[src/rtl/sync_edge_det.sv]
`default_nettype none
// ============================================================================
// Module      : sync_edge_det
// Description : Per-channel synchroniser with registered edge pulses and
//               sticky event flags; optional debounce filter via DEBOUNCE_EN.
// Revision    : 1.0 - initial release
// ============================================================================
module sync_edge_det #(
  parameter int WIDTH     = 4,
  parameter int STAGES    = 2,
  parameter int DB_CYCLES = 4
) (
  input  logic             clk,
  input  logic             rst_n,
  input  logic [WIDTH-1:0] a,
  input  logic [WIDTH-1:0] clr,
  output logic [WIDTH-1:0] a_level,
  output logic [WIDTH-1:0] a_posedge,
  output logic [WIDTH-1:0] a_negedge,
  output logic [WIDTH-1:0] a_bothedge,
  output logic [WIDTH-1:0] evt_pos,
  output logic [WIDTH-1:0] evt_neg
);

  if (WIDTH < 1 || WIDTH > 32 || STAGES < 2 || STAGES > 4 ||
      DB_CYCLES < 2 || DB_CYCLES > 255) begin : g_param_check
    $error("sync_edge_det: parameter out of legal range");
  end

  logic [STAGES-1:0][WIDTH-1:0] r_sync;
  logic [WIDTH-1:0]             w_sync;
  logic [WIDTH-1:0]             w_filt;
  logic [WIDTH-1:0]             r_filt_d;
  logic [WIDTH-1:0]             w_rise;
  logic [WIDTH-1:0]             w_fall;
  logic [WIDTH-1:0]             r_pos;
  logic [WIDTH-1:0]             r_neg;
  logic [WIDTH-1:0]             r_both;
  logic [WIDTH-1:0]             r_evt_pos;
  logic [WIDTH-1:0]             r_evt_neg;

  // Stage 0 captures the raw asynchronous input; the last stage is usable.
  always_ff @(posedge clk or negedge rst_n) begin
    if (!rst_n) begin
      r_sync <= '0;
    end else begin
      r_sync <= {r_sync[STAGES-2:0], a};
    end
  end

  assign w_sync = r_sync[STAGES-1];

`ifdef DEBOUNCE_EN
  localparam logic [7:0] c_DB_LAST = 8'(DB_CYCLES - 1);

  for (genvar gi = 0; gi < WIDTH; gi++) begin : g_db
    logic [7:0] r_cnt;
    logic       r_filt;

    // Level only follows the synchronised input after DB_CYCLES stable cycles.
    always_ff @(posedge clk or negedge rst_n) begin
      if (!rst_n) begin
        r_cnt  <= '0;
        r_filt <= 1'b0;
      end else if (w_sync[gi] == r_filt) begin
        r_cnt <= '0;
      end else if (r_cnt == c_DB_LAST) begin
        r_filt <= w_sync[gi];
        r_cnt  <= '0;
      end else begin
        r_cnt <= r_cnt + 8'd1;
      end
    end

    assign w_filt[gi] = r_filt;
  end
`else
  assign w_filt = w_sync;
`endif

  assign w_rise = w_filt & ~r_filt_d;
  assign w_fall = ~w_filt & r_filt_d;

  // Sticky flags: a new event on the same edge as clr takes priority.
  always_ff @(posedge clk or negedge rst_n) begin
    if (!rst_n) begin
      r_filt_d  <= '0;
      r_pos     <= '0;
      r_neg     <= '0;
      r_both    <= '0;
      r_evt_pos <= '0;
      r_evt_neg <= '0;
    end else begin
      r_filt_d  <= w_filt;
      r_pos     <= w_rise;
      r_neg     <= w_fall;
      r_both    <= w_rise | w_fall;
      r_evt_pos <= (r_evt_pos & ~clr) | w_rise;
      r_evt_neg <= (r_evt_neg & ~clr) | w_fall;
    end
  end

  assign a_level    = w_filt;
  assign a_posedge  = r_pos;
  assign a_negedge  = r_neg;
  assign a_bothedge = r_both;
  assign evt_pos    = r_evt_pos;
  assign evt_neg    = r_evt_neg;

endmodule
`default_nettype wire

[config.mk]
export PLATFORM = sky130hd
export DESIGN_NAME = sync_edge_det
export DESIGN_NICKNAME = d
export VERILOG_FILES = /design/src/rtl/sync_edge_det.sv
export SDC_FILE = /design/constraint.sdc
export NUM_CORES = 1
export LEC_CHECK = 0
export CORE_ASPECT_RATIO = 1.5
export CORE_MARGIN = 3
export CORE_UTILIZATION = 47
export DETAILED_ROUTE_END_ITERATION = 6
export GPL_TIMING_DRIVEN = 0
export PLACE_DENSITY = 0.81
export SYNTH_ARGS = -nofsm -noshare
export SYNTH_HDL_FRONTEND = slang
export SYNTH_SLANG_ARGS = --single-unit
[constraint.sdc]
create_clock -name clk -period 1.7 [get_ports clk]
set_input_delay 0.17 -clock clk [delete_from_list [all_inputs] [get_ports clk]]
set_output_delay 0.17 -clock clk [all_outputs]
set_load 0.03 [all_outputs]
Word level (Yosys, flattened, before mapping)
Cells that the tools add are included.

operators by class
  bitwise gates (word level) = 10

operators with widths
  kind         number
  $and 4x4->4  4
  $not 4->4    3
  $or 4x4->4   3

word-level totals
  output and inout bits = 24
  input bits = 10
  bits in registers = 32
  word-level logic and storage cells = 18

Depth between registers and ports, before layout
Gate-level depths: netlist of the first run.

  depth in word-level cells = 3
  depth in mapped cells = 3

Worst setup path after synthesis of the first run
OpenSTA, ideal clock, no wires.

  path kind = register -> register
  start point = reg r_sync (netlist bit a_level[2])
  end point = reg r_evt_neg[2], in the netlist evt_neg[2]
  slack = 0.849 ns
  setup time = 0.118 ns
  cell stages (with the launch flop) = 4
  data arrival time = 0.733 ns
  path buffers = 0
  clock period less this slack = 0.851 ns
  cells stage by stage = dfrtp_1 -> inv_1 -> ha_1 -> a21o_1

on the way
  cells in the longest elaborated chain, start to end = 3

ends and longest elaborated chain
  element                 RTL line  source
  start, declared         30        logic [STAGES-1:0][WIDTH-1:0] r_sync;
  start signal, assigned  47        r_sync <= {r_sync[STAGES-2:0], a};
  $not 4->4               82        assign w_fall = ~w_filt & r_filt_d;
  $and 4x4->4             82
  via w_fall[2]           35        logic [WIDTH-1:0] w_fall;
  $or 4x4->4              99        r_evt_neg <= (r_evt_neg & ~clr) | w_fall;
  end signal, assigned    99
  end, declared           40        logic [WIDTH-1:0] r_evt_neg;

The timed path passes the listed nets, and every way through them passes these cells.

Worst setup path after layout of the first run
  start point = reg r_evt_pos[0], in the netlist evt_pos[0]
  end point = out evt_pos[0]

RTL lines
  element                 RTL line  source
  start, declared         39        logic [WIDTH-1:0] r_evt_pos;
  start signal, assigned  98        r_evt_pos <= (r_evt_pos & ~clr) | w_rise;
  end, declared           21        output logic [WIDTH-1:0] evt_pos,

No word-level cell between the ends.

==> summary.md, run 1 <==
| Metric | Value |
|---|---|
| Clock sinks | `32` |
| Antenna cells | `0` |
| Share of layout cells above drive strength 1 | `11.8%` |
| PortBufs | `33` |
| Worst hold path type | `primary input to register` |
| Worst-path maximum fanout | `2` |
| Unrepaired setup endpoints after global routing | `no` |
| Peak supply drop | `0.670 mV` |
| Avg WL per Cell | `11.3 um` |
| CTS tree | `built` |
| Crit share post-route | `89.3%` |
| Synth Warn # | `0` |
| Detailed Route Iter0 Violations | `7` |
| Max-cap violations | `0` |
| Final net count | `127` |
| Post-route ant nets | `0` |
| # rows | `20` |
| DRC violations left | `0` |
| CP cell instances | `clkdlybuf4s50_1` |
| DIE AREA | `2850 um2` |
| Critical Path RT | `1.53 ns` |
| Clock Skew | `0.00836 ns` |
| Via count | `590` |
| Clock Latency Late Sink | `0.31 ns` |
| Power share of the clock group | `28.2%` |
| WS Path Type | `register to primary output` |
| Cell chosen for the clock root | `clkbuf_4` |
| Die Span Y | `63.9 um` |
| Fin. max-slew vios | `0` |
| Hold slack final | `0.284 ns` |
| #FFs+latches synth | `32` |
| Final Hold Viols | `0` |
| Switching portion of total power | `25.7%` |
| Die X | `44.6 um` |
| Largest net degree at the start of global routing | `33` |
| Slowest CP cell | `clkdlybuf4s50_1` |
| CP startpoint kind | `register` |
| CTS max path bufs | `2` |
| Initial antenna violation count | `0` |
| Worst Max-Slew Pin Slew | `0.653 ns` |
| Placed cells | `123` |
| Core Region | `2080 um2` |
| Final WL | `1490 um` |
| Tot Pwr | `1.51 mW` |
| GRT overflow | `0` |
| TritonCTS Buffers | `5` |
| Htree depth | `2` |
| Gr usage total | `13.2%` |
| Cell Area, Synth | `1050 um2` |
| Run status | `finished clean` |
| Final GP Congestion | `0.687` |
| Initial Util | `50.6%` |
| Register area share after synthesis | `76.2%` |
| Vias per cell | `4.47` |
| Distinct cells, synth | `5` |
| Post-Syn Instances | `68` |
| Post-DP HPWL | `1120 um` |
| Internal power | `1.12 mW` |
| Layout Cells excl Fill | `132` |
| IO Pins | `34` |
| Achievable frequency | `658 MHz` |
| # setup viols final | `0` |
| CTS clk-pin slew, worst paths | `0.09 ns` |
| Vias in the first global route | `605` |
| Net Count, Synth | `86` |
| Flop pwr share | `55.4%` |
| Crit. End Element | `primary output` |
| Worst EP arrival | `1.35 ns` |
| Slowest stage delay, CP | `0.67 ns` |
| Final min period | `1.52 ns` |
| Static Leak | `0.822 nW` |
| Buf+Inv Stages, Crit Path | `1` |
| Global-route wire length before repair | `2680 um` |
| Synth Area per Inst | `15.5 um2` |
| Flop2flop setup slack | `0.78 ns` |
| Power per cell area | `1010 nW/um2` |
| Combinational power share | `16.4%` |
| Family with the most delay on the worst path | `buffers and inverters` |
| P_sw | `0.387 mW` |
| Relative slew slack | `56.5%` |
| First-pass DRT Iterations | `2` |
| Layout area overhead | `41.3%` |
cells in the mapped netlist:
master	n	share of area (%)
dfrtp_1	32	76
buf_4	4	2.9
inv_1	16	5.7
a21o_1	8	5.7
ha_1	8	9.5
power by group through the flow:
stage | clock network [mW] | registers (mW) | logic, mW
after floorplan | 0 | 0.922 | 0.0497
after CTS | 0.448 | 0.834 | 0.252
after global routing | 0.497 | 0.841 | 0.265
after global placement | 0 | 0.847 | 0.246
final | 0.425 | 0.833 | 0.247
after detailed placement | 0 | 0.850 | 0.252
final timing paths:
path                                      start              endpoint  cells after the start
min reg2reg                 r_sync[0]$_DFF_PN0_  a_level[0]$_DFF_PN0_                      0
min in group asynchronous                 rst_n  evt_neg[1]$_DFF_PN0_                      2
min                                        a[2]   r_sync[2]$_DFF_PN0_                      1
max in group asynchronous                 rst_n  a_level[1]$_DFF_PN0_                      2
max reg2reg                a_level[0]$_DFF_PN0_  evt_neg[0]$_DFF_PN0_                      3
max                        evt_pos[0]$_DFF_PN0_            evt_pos[0]                      1
sequential cells by signal, indices dropped and copies added, names as in the netlist:
register	cells
r_filt_d	4
a_bothedge	4
a_negedge	4
evt_pos	4
r_sync	4
evt_neg	4
a_level	4
a_posedge	4
cell usage in the layout, fill, tap and decap left out:
master / count
dfrtp_1: 32
clkbuf_4: 5
clkinv_2: 2
ha_1: 8
clkbuf_8: 1
buf_4: 4
dlymetal6s2s_1: 4
a21o_1: 8
dlygate4sd3_1: 1
clkdlybuf4s50_1: 28
inv_1: 16
buf_2: 1
timing repair:
item | 4_1_cts | 5_1_grt
setup buffers | 0 | 0
setup endpoints to repair | 0 | 4
resized for setup | 0 | 4
hold buffers | 0 | 1
endpoints found under the hold margin | 0 | 32
through the flow:
step | utilization [%] | setup slack, ns | TNS (ns) | area [um2]
floorplan | - | 0.849 | 0 | 1050
global placement | 67.8 | 0.00618 | 0 | 1410
detailed placement | 67.8 | -0.0659 | -2.08 | 1410
CTS | 70.8 | 0.00738 | 0 | 1470
global route | 71.5 | 0.0858 | 0 | 1490
finish | 71.5 | 0.181 | 0 | 1490
kinds of logic after synthesis:
| logic type | synth area share (%) |
|---|---|
| flip-flops | 76.2 |
| buffers and inverters | 8.57 |
| AO/OA/AOI/OAI | 5.71 |
| adder cells (fa/ha/maj) | 9.52 |
area by class of cell:
class,count,area [um2]
inverter,16,60.1
fill,145,592
multi-input combinational,16,160
clock buffer,6,51.3
timing repair buffer,34,345
clock inverter,2,10.0
sequential,32,801
tap,22,27.5
buffer,4,30.0
metal layers:
metal	GRT usage, %	up-vias	share of wire (%)
met5	0	-	0
met2	20.9	28	52
met1	12.8	278	37
met4	10.2	0	2.0
met3	5.92	4	9.5
li1	-	280	-
worst reg2reg max path, stage by stage (launching register included):
cell	delay (ns)
dfrtp_1	0.40
inv_1	0.06
ha_1	0.21
a21o_1	0.15
Note: power is estimated with default switching activity, not from simulation.
==> inputs of run 2 (changes only) <==
- CAP_MARGIN: not set -> 20
- CTS_CLUSTER_SIZE: not set -> 30
==> summary.md, run 2 (synthesis results as in run 1) <==
| Metric | Value |
|---|---|
| Peak supply drop | `0.735 mV` |
| Die Span Y | `63.9 um` |
| Power per cell area | `1010 nW/um2` |
| Detailed Route Iter0 Violations | `8` |
| Worst Max-Slew Pin Slew | `0.517 ns` |
| Worst EP arrival | `1.37 ns` |
| GRT overflow | `0` |
| P_sw | `0.400 mW` |
| Layout area overhead | `43.1%` |
| # setup viols final | `0` |
| Most frequent cells in the layout | `dfrtp_1, clkdlybuf4s50_1, inv_1` |
| Worst-path maximum fanout | `2` |
| Crit. End Element | `primary output` |
| CP cell instances | `clkdlybuf4s50_1` |
| Static Leak | `0.822 nW` |
| Largest net degree at the start of global routing | `24` |
| Fill cells | `152` |
| Clock Latency Late Sink | `0.32 ns` |
| Internal power | `1.12 mW` |
| Buf+Inv Stages, Crit Path | `1` |
| CTS max path bufs | `2` |
| Combinational power share | `16.7%` |
| Flop pwr share | `54.7%` |
| Final net count | `127` |
| Share of layout cells above drive strength 1 | `11.8%` |
| Htree depth | `2` |
| PortBufs | `33` |
| IO Pins | `34` |
| Post-DP HPWL | `1140 um` |
| Avg WL per Cell | `11.5 um` |
| Vias in the first global route | `621` |
| Design Area, Final | `1500 um2` |
| Crit share post-route | `90.3%` |
| Commonest non-fill, non-tap cell in the layout | `dfrtp_1` |
| Slowest CP cell | `clkdlybuf4s50_1` |
| Antenna cells | `0` |
| Switching portion of total power | `26.2%` |
| Clock Skew | `0.0106 ns` |
| Max-cap violations | `0` |
| CTS clk-pin slew, worst paths | `0.09 ns` |
| Initial antenna violation count | `0` |
| TritonCTS Buffers | `5` |
| Via count | `607` |
| Final WL | `1520 um` |
| # rows | `20` |
| Vias per cell | `4.60` |
| Gr usage total | `13.9%` |
| Fin. max-slew vios | `0` |
| Worst hold path type | `primary input to async pin` |
| Final Hold Viols | `0` |
| Post-route ant nets | `0` |
| DIE AREA | `2850 um2` |
| DRC violations left | `0` |
| Placed instance area | `1440 um2` |
| CP startpoint kind | `register` |
| Slowest stage delay, CP | `0.68 ns` |
| WS Path Type | `register to primary output` |
| Clock sinks | `32` |
| Core Region | `2080 um2` |
| Unrepaired setup endpoints after global routing | `no` |
| CTS tree | `built` |
| Final min period | `1.54 ns` |
| Tot Pwr | `1.52 mW` |
| Initial Util | `50.6%` |
| Final GP Congestion | `0.687` |
| # hold bufs at CTS | `0` |
| Setup bufs post-CTS | `0` |
| Cell chosen for the clock root | `clkbuf_4` |
| Power share of the clock group | `28.6%` |
| Run status | `finished clean` |
| First-pass DRT Iterations | `2` |
| Setup TNS | `0 ns` |
| Achievable frequency | `651 MHz` |
| Family with the most delay on the worst path | `buffers and inverters` |
| Die X | `44.6 um` |
| Relative slew slack | `65.4%` |
| Global-route wire length before repair | `2750 um` |
| Critical Path RT | `1.53 ns` |
-- run 2: cell count changes in the layout (fill, tap and decap cells not counted), sizes merged --
cell | previous run | this run
clkdlybuf4s50 | 28 | 29
dlygate4sd2 | 0 | 1
dlygate4sd3 | 1 | 0
dlymetal6s2s | 4 | 3
-- run 2: final timing paths --
kind / to / start / slack [ns] / cells past startpoint
max: evt_pos[3] / evt_pos[3]$_DFF_PN0_ / 0.16 / 1
min: a_negedge[3]$_DFF_PN0_ / rst_n / 0.18 / 1
max reg2reg: evt_neg[0]$_DFF_PN0_ / a_level[0]$_DFF_PN0_ / 0.78 / 3
min reg2reg: a_level[2]$_DFF_PN0_ / r_sync[2]$_DFF_PN0_ / 0.36 / 0
max in group asynchronous: r_sync[1]$_DFF_PN0_ / rst_n / 1.03 / 2
min in group clk: r_sync[2]$_DFF_PN0_ / a[2] / 0.27 / 1
-- run 2: power groups by stage --
stage	Clock (mW)	Combinational (mW)	Sequential (mW)
CTS	0.458	0.260	0.834
detailed placement	0	0.260	0.850
finish	0.436	0.254	0.834
floorplan	0	0.0497	0.922
global route	0.498	0.274	0.840
global placement	0	0.246	0.847
-- run 2: area by class of cell --
type                            instances  area, um2  share of cell area [%]
Sequential cell                        32        801                    53.2
Tap cell                               22       27.5                    1.83
Inverter                               16       60.1                    3.99
Clock buffer                            6       51.3                    3.41
Clock inverter                          2       10.0                   0.666
Timing Repair Buffer                   34        364                    24.2
Multi-Input combinational cell         16        160                    10.6
Buffer                                  4       30.0                    2.00
-- run 2: metrics by stage --
| step | hold WS (ns) | utilization [%] | setup WS (ns) | std cells |
|---|---|---|---|---|
| after floorplan | -0.126 | - | 0.849 | 68 |
| after global placement | 0.332 | 67.8 | 0.00618 | 123 |
| after detailed placement | 0.340 | 69.2 | 0.377 | 124 |
| after CTS | 0.182 | 72.0 | 0.00521 | 132 |
| after global routing | 0.205 | 72.4 | 0.0949 | 132 |
| final | 0.179 | 72.4 | 0.165 | 132 |
-- run 2: layer usage --
layer	wire length [um]	GRT usage [%]	part of all wire (%)	vias to the layer above
li1	-	-	-	278
met1	584	14.4	38	293
met2	709	20.5	47	28
met3	158	5.63	10	8
met4	64	12.5	4.2	0
met5	0	0	0	-
-- run 2: repair_timing --
item                                    4_1_cts  5_1_grt
resized for setup                             1        3
hold endpoints to repair                      0        0
endpoints found under the setup margin        1        3
==> inputs of run 3 (changes only) <==
- REMOVE_ABC_BUFFERS: not set -> 1
==> summary.md, run 3 (synthesis results as in run 1) <==
| Metric | Value |
|---|---|
| CP startpoint kind | `register` |
| Via count | `577` |
| Largest net degree at the start of global routing | `21` |
| Gr usage total | `13.2%` |
| Die Span Y | `63.9 um` |
| Peak supply drop | `0.943 mV` |
| Power per cell area | `1030 nW/um2` |
| WS Path Type | `register to primary output` |
| Unrepaired setup endpoints after global routing | `no` |
| Vias in the first global route | `604` |
| First-pass DRT Iterations | `2` |
| Final WL | `1510 um` |
| Global-route wire length before repair | `2540 um` |
| Core Region | `2080 um2` |
| Avg WL per Cell | `11.8 um` |
| Placed instance area | `1410 um2` |
| Post-DP HPWL | `1180 um` |
| Worst hold path type | `primary input to async pin` |
| Critical Path RT | `1.53 ns` |
| Design Area, Final | `1470 um2` |
| Most frequent cells in the layout | `clkdlybuf4s50_1, dfrtp_1, inv_1` |
| CP cell instances | `clkdlybuf4s50_1` |
| Static Leak | `0.769 nW` |
| # rows | `20` |
| Share of layout cells above drive strength 1 | `6.60%` |
| CTS tree | `built` |
| Final net count | `123` |
| Die X | `44.6 um` |
| Vias per cell | `4.51` |
| Detailed Route Iter0 Violations | `5` |
| DIE AREA | `2850 um2` |
| Place WS | `0.458 ns` |
| Clock Skew | `0.00452 ns` |
| Setup bufs post-CTS | `0` |
| GRT overflow | `0` |
| Initial Util | `50.6%` |
| Buf+Inv Stages, Crit Path | `1` |
| Commonest non-fill, non-tap cell in the layout | `clkdlybuf4s50_1` |
| # setup viols final | `0` |
| Reg2Reg Depth | `3` |
| Setup ws final | `0.115 ns` |
| Worst EP arrival | `1.41 ns` |
| Fill cells | `150` |
| Flop2flop setup slack | `0.76 ns` |
| Crit share post-route | `93.2%` |
| Initial antenna violation count | `0` |
| Slowest CP cell | `clkdlybuf4s50_1` |
| IO Pins | `34` |
| Run status | `finished clean` |
| Antenna cells | `0` |
| Tot Pwr | `1.51 mW` |
| Slowest stage delay, CP | `0.69 ns` |
| CTS clk-pin slew, worst paths | `0.08 ns` |
| # hold bufs at CTS | `0` |
| Cell chosen for the clock root | `clkbuf_4` |
| Achievable frequency | `631 MHz` |
| Clock Latency Late Sink | `0.32 ns` |
| Worst Max-Slew Pin Slew | `0.638 ns` |
| PortBufs | `33` |
| Final GP Congestion | `0.671` |
| Fin. max-slew vios | `0` |
| TritonCTS Buffers | `5` |
| Family with the most delay on the worst path | `buffers and inverters` |
| CTS max path bufs | `2` |
| WP depth | `1` |
| Clock sinks | `32` |
| Relative slew slack | `57.3%` |
| Crit. End Element | `primary output` |
| Final min period | `1.58 ns` |
| Worst-path maximum fanout | `4` |
| Post-route ant nets | `0` |
| Final Hold Viols | `0` |
| Layout area overhead | `39.4%` |
| Max-cap violations | `0` |
| Htree depth | `2` |
| PostCTS Resize Cnt | `0` |
| DRC violations left | `0` |
==> run 3: worst paths after layout <==
check                                           from                       to
worst min register to register   r_sync[2]$_DFF_PN0_     a_level[2]$_DFF_PN0_
worst max-delay path            a_level[1]$_DFF_PN0_               a_level[1]
worst max register to register  a_level[1]$_DFF_PN0_     evt_neg[1]$_DFF_PN0_
worst min-delay path                           rst_n   a_posedge[3]$_DFF_PN0_
min in group clk                                a[2]      r_sync[2]$_DFF_PN0_
max in group asynchronous                      rst_n  a_bothedge[1]$_DFF_PN0_
==> run 3: final cells by class <==
cell class              count  area [um2]  share of cell area (%)
flip-flops and latches     32         801                    54.7
inverters                  16        60.1                    4.10
multi-input cells          16         160                    10.9
clock buffers               8        58.8                    4.01
well taps                  22        27.5                    1.88
repair buffers             34         358                    24.4
==> run 3: power breakdown <==
part	total, mW	switching, mW	internal (mW)
Sequential	0.833	0.0222	0.811
Combinational	0.249	0.137	0.113
Clock	0.423	0.220	0.204
Total	1.51	0.378	1.13
==> run 3: through the flow <==
step / std cells / util, % / TNS (ns) / hold slack (ns)
2_1_floorplan: 64 / - / 0 / -0.126
3_3_place_gp: 119 / 66.4 / -0.564 / 0.333
3_5_place_dp: 120 / 67.7 / 0 / 0.336
4_1_cts: 128 / 70.5 / 0 / 0.247
5_1_grt: 128 / 70.5 / 0 / 0.252
6_report: 128 / 70.5 / 0 / 0.240
==> run 3: layer usage <==
layer	track usage, %	vias up	share of wire (%)
met4	12.5	0	3.9
met5	0	-	0
met1	12.4	271	35
li1	-	273	-
met3	5.35	7	9.4
met2	20.5	26	51
